**src/rtl/pipeline_hazard_ctrl.sv**
```systemverilog
// Hazard control for a 5-stage pipeline: operand forwarding, load-use bubbles,
// branch flushes and a beat-sequencing data-memory FSM with per-beat timeout.
module pipeline_hazard_ctrl #(
  parameter int TIMEOUT_CYCLES = 255,
  parameter int VEC_BEATS      = 4
) (
  input  logic       clk,
  input  logic       rst_n,
  input  logic [4:0] de_rs1,
  input  logic [4:0] de_rs2,
  input  logic [4:0] ex_rs1,
  input  logic [4:0] ex_rs2,
  input  logic [4:0] ex_rd,
  input  logic       ex_mem_read,
  input  logic       ex_pc_src,
  input  logic [4:0] mem_rd,
  input  logic [4:0] wb_rd,
  input  logic       mem_reg_write,
  input  logic       wb_reg_write,
  input  logic       mem_op_valid,
  input  logic       mem_vector_op,
  input  logic       dmem_ack,
  output logic       dmem_req,
  output logic [1:0] dmem_beat,
  output logic       fe_stall,
  output logic       de_stall,
  output logic       de_clear,
  output logic       ex_clear,
  output logic       stall_all,
  output logic [1:0] fw_op1,
  output logic [1:0] fw_op2,
  output logic       mem_err
);

  localparam logic [7:0] WAIT_LAST = 8'(TIMEOUT_CYCLES - 1);
  localparam logic [1:0] VEC_LAST  = 2'(VEC_BEATS - 1);

  typedef enum logic {IDLE, BUSY} state_t;

  state_t     state_reg, state_next;
  logic [1:0] beat_reg, beat_next;
  logic [1:0] last_beat_reg, last_beat_next;
  logic [7:0] wait_reg, wait_next;
  logic       mem_err_reg, mem_err_next;
  logic       last_ack, timeout;

  // Forwarding: mem stage is younger than wb, so it wins when both match.
  logic [1:0][4:0] ex_rs;
  logic [1:0][1:0] fw_sel;
  assign ex_rs = {ex_rs2, ex_rs1};

  for (genvar gi = 0; gi < 2; gi++) begin : g_fwd
    logic mem_hit, wb_hit;
    assign mem_hit    = mem_reg_write && (mem_rd != 5'd0) && (mem_rd == ex_rs[gi]);
    assign wb_hit     = wb_reg_write && (wb_rd != 5'd0) && (wb_rd == ex_rs[gi]);
    assign fw_sel[gi] = mem_hit ? 2'b10 : (wb_hit ? 2'b01 : 2'b00);
  end

  assign fw_op1 = fw_sel[0];
  assign fw_op2 = fw_sel[1];

  logic load_use;
  assign load_use = ex_mem_read && (ex_rd != 5'd0) &&
                    ((ex_rd == de_rs1) || (ex_rd == de_rs2));

  always_comb begin
    state_next     = state_reg;
    beat_next      = beat_reg;
    last_beat_next = last_beat_reg;
    wait_next      = wait_reg;
    mem_err_next   = mem_err_reg;
    last_ack       = 1'b0;
    timeout        = 1'b0;
    case (state_reg)
      IDLE: begin
        if (mem_op_valid) begin
          state_next     = BUSY;
          beat_next      = 2'd0;
          wait_next      = 8'd0;
          last_beat_next = mem_vector_op ? VEC_LAST : 2'd0;
        end
      end
      BUSY: begin
        if (dmem_ack) begin
          wait_next = 8'd0;
          if (beat_reg == last_beat_reg) begin
            last_ack   = 1'b1;
            state_next = IDLE;
            beat_next  = 2'd0;
          end else begin
            beat_next = beat_reg + 2'd1;
          end
        end else if (wait_reg == WAIT_LAST) begin
          // The increment would reach the limit: abandon the access.
          timeout      = 1'b1;
          state_next   = IDLE;
          beat_next    = 2'd0;
          wait_next    = 8'd0;
          mem_err_next = 1'b1;
        end else begin
          wait_next = wait_reg + 8'd1;
        end
      end
      default: state_next = IDLE;
    endcase
  end

  always_ff @(posedge clk or negedge rst_n) begin
    if (!rst_n) begin
      state_reg     <= IDLE;
      beat_reg      <= 2'd0;
      last_beat_reg <= 2'd0;
      wait_reg      <= 8'd0;
      mem_err_reg   <= 1'b0;
    end else begin
      state_reg     <= state_next;
      beat_reg      <= beat_next;
      last_beat_reg <= last_beat_next;
      wait_reg      <= wait_next;
      mem_err_reg   <= mem_err_next;
    end
  end

  // Gated by rst_n so a pending op cannot freeze the pipe while held in reset.
  assign stall_all = rst_n &&
                     (((state_reg == IDLE) && mem_op_valid) ||
                      ((state_reg == BUSY) && !last_ack && !timeout));

  assign dmem_req  = (state_reg == BUSY);
  assign dmem_beat = beat_reg;
  assign mem_err   = mem_err_reg;

  // A freeze suppresses bubbles and flushes; a taken branch suppresses load-use stalls.
  assign fe_stall = !stall_all && load_use && !ex_pc_src;
  assign de_stall = !stall_all && load_use && !ex_pc_src;
  assign de_clear = !stall_all && ex_pc_src;
  assign ex_clear = !stall_all && (ex_pc_src || load_use);

endmodule

```
**config.mk**
```make
export PLATFORM = sky130hd
export DESIGN_NAME = pipeline_hazard_ctrl
export DESIGN_NICKNAME = d
export VERILOG_FILES = /design/src/rtl/pipeline_hazard_ctrl.sv
export SDC_FILE = /design/constraint.sdc
export NUM_CORES = 1
export LEC_CHECK = 0
export ABC_AREA = 1
export CAP_MARGIN = 20
export CORE_MARGIN = 3
export CORE_UTILIZATION = 40
export DETAILED_ROUTE_END_ITERATION = 8
export GPL_ROUTABILITY_DRIVEN = 0
export GPL_TIMING_DRIVEN = 0
export PLACE_DENSITY = 0.81
export SETUP_SLACK_MARGIN = 0.3
export SLEW_MARGIN = 40
export SYNTH_ARGS = -nofsm -noshare
export SYNTH_HDL_FRONTEND = slang
export SYNTH_SLANG_ARGS = --single-unit
```
**constraint.sdc**
```tcl
create_clock -name clk -period 2.11 [get_ports clk]
set_input_delay 0.3165 -clock clk [delete_from_list [all_inputs] [get_ports clk]]
set_output_delay 0.3165 -clock clk [all_outputs]
set_load 0.005 [all_outputs]
```
-- Yosys cells after proc, flatten, opt, wreduce, memory -nomap -nowiden
Cells that the tools add are included.
- register bits after elaboration: 14
- bits in latches: 0
- RAM bits: 0
- bits in read-only memories: 0
- bits of input ports: 44
- output and inout bits: 13
- logic and storage cells: 73
- memories: 0
- add/subtract/negate cells: 2
- multiply operators: 0
- div/mod/pow operators: 0
- order comparisons: 0
- eq/ne operators: 10
- shift-type cells: 0
- mux-type cells: 25
- bitwise logic cells: 2
- reduce and logical (&&, ||, !) cells: 29
- operators by type and width (kind ; number):
    $eq A5 B5 Y1 ; 6
    $mux W8 ; 3
    $logic_and A1 B1 Y1 ; 16
    $pmux W8 S2 ; 1
    $reduce_bool A5 Y1 ; 3
    $mux W2 ; 7
    $mux W1 ; 12
    $add A8 B1 Y8 const B ; 1
    $eq A8 B8 Y1 const B ; 1
    $logic_not A1 Y1 ; 4
    $pmux W2 S2 ; 1
    $reduce_and A2 Y1 ; 2
    $logic_or A1 B1 Y1 ; 3
    $ne A3 B2 Y1 const B ; 1
    $reduce_and A3 Y1 ; 1
    $add A2 B1 Y2 const B ; 1
    $eq A2 B2 Y1 ; 1
    $ne A2 B2 Y1 const B ; 1
    $not A1 Y1 ; 2
    $pmux W1 S2 ; 1

-- Logic depth before layout (Yosys ltp)
- depth in word-level cells: 12
- mapped depth: 11
- gate-level depth less buffers: 11

-- Least setup slack after synthesis
OpenSTA, ideal clock, no wires.
- path kind: register -> output
- from: register wait_reg[0]
- to: output fe_stall
- data arrival time: 1323 ps
- data required time: 1794 ps
- slack: 471 ps
- stages on the path, launching flop included: 12
- path buffers: 1
- path through: dfrtp_1 -> inv_1 -> ha_1 -> nand2_1 -> nor2_2 -> nand2_2 -> nand2_4 -> nand3_4 -> nand2_4 -> nand3_4 -> nor2_2 -> buf_4
- cells in the longest elaborated chain, start to end: 11
- RTL lines (item ; line ; source):
    from (decl) ; 43 ; logic [7:0] wait_reg, wait_next;
    from (signal assigned) ; 119 ; wait_reg <= wait_next;
    $eq A8 B8 Y1 ; 93 ; end else if (wait_reg == WAIT_LAST) begin
    $mux W1 ; 93 ;
    $mux W1 ; 84 ; if (dmem_ack) begin
    $mux W1 ; 74 ; case (state_reg)
    $logic_not A1 Y1 ; 127 ; ((state_reg == BUSY) && !last_ack && !timeout));
    $logic_and A1 B1 Y1 ; 127 ;
    $logic_or A1 B1 Y1 ; 126 ; (((state_reg == IDLE) && mem_op_valid) ||
    $logic_and A1 B1 Y1 ; 125 ; assign stall_all = rst_n &&
    $logic_not A1 Y1 ; - ;
    $logic_and A1 B1 Y1 (2 in a row) ; - ;
    to (decl) ; 25 ; output logic fe_stall,
No other way between the ends.

-- Final worst setup path
- from: register wait_reg[0]
- to: output fe_stall
- cells in the longest elaborated chain, start to end: 11
- RTL lines (item ; line ; source):
    $eq A8 B8 Y1 ; 93 ;
    $mux W1 ; 93 ;
    $mux W1 ; 84 ;
    $mux W1 ; 74 ;
    $logic_not A1 Y1 ; 127 ;
    $logic_and A1 B1 Y1 ; 127 ;
    $logic_or A1 B1 Y1 ; 126 ;
    $logic_and A1 B1 Y1 ; 125 ;
    $logic_not A1 Y1 ; 134 ; assign fe_stall = !stall_all && load_use && !ex_pc_src;
    $logic_and A1 B1 Y1 (2 in a row) ; 134 ;
No other way between the ends.

==> results.yml <==
setup_path:
  worstPathRequired_ps: 1790
  crit_path_end_kind: "primary output"
  cp_max_fo: 3
  reg2reg_slack_ps: 670
  arrival_ps: 1690
  startpoint_type: "register"
  r2r-start: "wait_reg[0]$_DFFE_PN0P_"
  path_class: "reg2out"
  r2r_end: "dmem_beat[0]$_DFFE_PN0P_"
  ff2ff_path_depth: 12
worst_hold_path:
  hold_path_class: "in2async"
placed_design:
  port_buffers: 56
  dp.cells: 278
  placed_area_mm2: 0.00191
  dpl.hpwl_um: 2550
  dp_worst_setup_slack_ps: -424
die:
  start_util_pct: 42.1
  rows: 20
  fp.dieH_um: 62.9
  dieArea_mm2: 0.00396
  die_width_um: 62.9
  io_pins: 57
  core_region_area_mm2: 0.00308
power:
  finalPower_mw: 1.17
  power_density_mw_per_mm2: 579
  combPwrFrac_pct: 54.2
  p_int_mw: 0.701
  p_leak_nw: 0.985
  clkPwrFrac_pct: 13.7
  switching_share_pct: 40.2
  irDropWorstVdd_mv: 0.221
  p_seq_share_pct: 32.1
  p_sw_mw: 0.472
synth:
  syn_nets: 224
  syn_inst: 178
  synth_cell_type_count: 27
  yosys_register_bits: 13
  synth_area_mm2: 0.00129
  synth-seq-area-share_pct: 25.1
  syn_avg_cell_area_um2: 7.28
  ys_warn_count: 0
grt:
  grt_antenna_before_repair: 0
  gr-total-overflow: 0
  grt_use_total_pct: 15.4
  grt_pass1_wl_um: 4970
  grt_start_max_net_pins: 15
  grt_pass1_vias: 1179
layout:
  nFillCells: 268
  finish.instance_area_mm2: 0.00202
  antenna_cells: 0
  final_layout_size_suffix_gt1_share_pct: 27.2
  area_growth_pct: 56.3
  multi_input_area_um2: 912
  fin_nets: 293
  seq_area_um2: 325
  fin_util_pct: 65.8
  fin_cells: 290
  largest_reg_flops: 8
routing:
  drc: 0
  num_vias: 1273
  drt-total-wl_um: 3090
  drt_iter0_markers: 61
  drt.antenna.violating_nets: 0
  vias_per_cell: 4.39
  wl_per_cell_um: 10.7
  dr.pass1.iters: 4
clocking:
  clkLatencyLatePin_ps: 280
  clk_pin_slew_ps: 90
  postCtsHoldBufs: 0
  cts.sinks: 13
  cts_buffer_depth: 2
  cts_tree: "yes"
  htree_levels: 1
  cts-root-buf: "clkbuf_4"
  numCtsBuffers: 3
timing:
  fmax_mhz: 499
  drv_slew: 0
  rsz0062_at_grt: "true"
  clock_skew_ps: 7.59
  setup_ws_ps: 107
  worstMarginPinSlew_ps: 671
  finalCritPeriodShare_pct: 95.0
  setup_viol: 0
  hold_viol: 0
  fin_crit_ps: 2000
  max_slew_margin_pct: 55.3
run:
  cap_violations: 0
status:
  status: "complete, no violations"
[final cells by class]
type | instances | share of cell area (%)
inverter | 27 | 5.25
buffer | 3 | 1.30
multi-input combinational | 135 | 45.1
timing repair buffer | 64 | 28.3
tap | 44 | 2.72
sequential | 13 | 16.1
clock buffer | 4 | 1.30
[placed cells by master, fill, tap and decap left out, types with 8 or more instances in the layout]
| cell type | synthesis | routed |
|---|---|---|
| buf_2 | 0 | 8 |
| buf_4 | 3 | 10 |
| clkdlybuf4s50_1 | 0 | 24 |
| dfrtp_1 | 13 | 13 |
| dlygate4sd2_1 | 0 | 11 |
| inv_1 | 24 | 23 |
| nand2_1 | 38 | 37 |
| nor2_1 | 23 | 21 |
| xnor2_1 | 13 | 10 |
| xor2_1 | 12 | 12 |
[power groups by stage]
stage,sequential [mW],clock (mW),combinational [mW]
after floorplan,0.375,0,0.338
after global placement,0.381,0,0.564
after detailed placement,0.384,0,0.580
after CTS,0.373,0.162,0.611
after global routing,0.388,0.178,0.704
final,0.377,0.161,0.635
[cell usage after synthesis]
| master | n | area [um2] |
|---|---|---|
| buf_4 | 3 | 22.5 |
| nor2_1 | 23 | 86.3 |
| ha_1 | 2 | 25.0 |
| nor2_4 | 4 | 45.0 |
| dfrtp_1 | 13 | 325 |
| inv_1 | 24 | 90.1 |
| nor3_1 | 4 | 20.0 |
| inv_2 | 1 | 3.75 |
| a31o_2 | 1 | 8.76 |
| a21oi_2 | 1 | 8.76 |
| nand2_4 | 2 | 22.5 |
| nand3_4 | 2 | 35.0 |
| o21ai_0 | 8 | 40.0 |
| nor2_8 | 1 | 20.0 |
| nand4_1 | 4 | 25.0 |
| o21bai_1 | 2 | 15.0 |
| nand3_2 | 1 | 10.0 |
| xnor2_1 | 13 | 114 |
| xor2_1 | 12 | 105 |
| nand3b_4 | 1 | 20.0 |
| inv_4 | 2 | 12.5 |
| nand2_2 | 6 | 37.5 |
| nand2_1 | 38 | 143 |
| a21oi_1 | 1 | 5.00 |
| o21ai_2 | 2 | 17.5 |
| nor2_2 | 2 | 12.5 |
| nand3_1 | 5 | 25.0 |
[routing by layer]
metal  share of wire [%]  vias up  GRT usage, %  wire length [um]
li1                    -      686             -                 -
met1                  44      551          19.2              1370
met2                  51       32          26.9              1570
met3                 3.5        4          1.98               109
met4                 1.2        0          5.79                36
met5                   0        -             0                 0
[worst max-delay path, cell delays in order (launching register included)]
cell and delay (ps):
dfrtp_1 400, inv_2 80, ha_4 140, nand2_4 50, nor2_4 90, nand2_2 70
nand2_4 70, nand3_4 70, nand2_4 80, nand3_4 80, nor2_4 100, buf_6 100
buf_6 80
[cell families after synthesis]
group           share of synthesized area, %
flops                                   25.1
simple gates                            38.7
buf+inv                                 9.95
fa+ha+maj                               1.93
xor+xnor                                16.9
compound gates                          7.34
[repair_timing]
action / 4_1_cts / 5_1_grt
setup buffers: 7 / 1
pin swaps: 18 / 12
resized for setup: 82 / 13
endpoints found under the setup margin: 9 / 8
[stage by stage]
step / hold slack (ps) / TNS, ps
final: 169 / 0
after CTS: 202 / 0
after global routing: 222 / -10.6
after global placement: 466 / -2170
after detailed placement: 470 / -2280
after floorplan: 20.9 / 0
[worst max-delay path by stage]
| stage | from | endpoint | cells after the start |
|---|---|---|---|
| floorplan | wait_reg[0]$_DFFE_PN0P_ | fe_stall | 11 |
| global placement | rst_n | fe_stall | 6 |
| detailed placement | rst_n | fe_stall | 6 |
| CTS | wait_reg[0]$_DFFE_PN0P_ | fe_stall | 12 |
| global route | wait_reg[0]$_DFFE_PN0P_ | fe_stall | 12 |
| finish | wait_reg[0]$_DFFE_PN0P_ | fe_stall | 12 |
(Power assumes the default switching activity.)
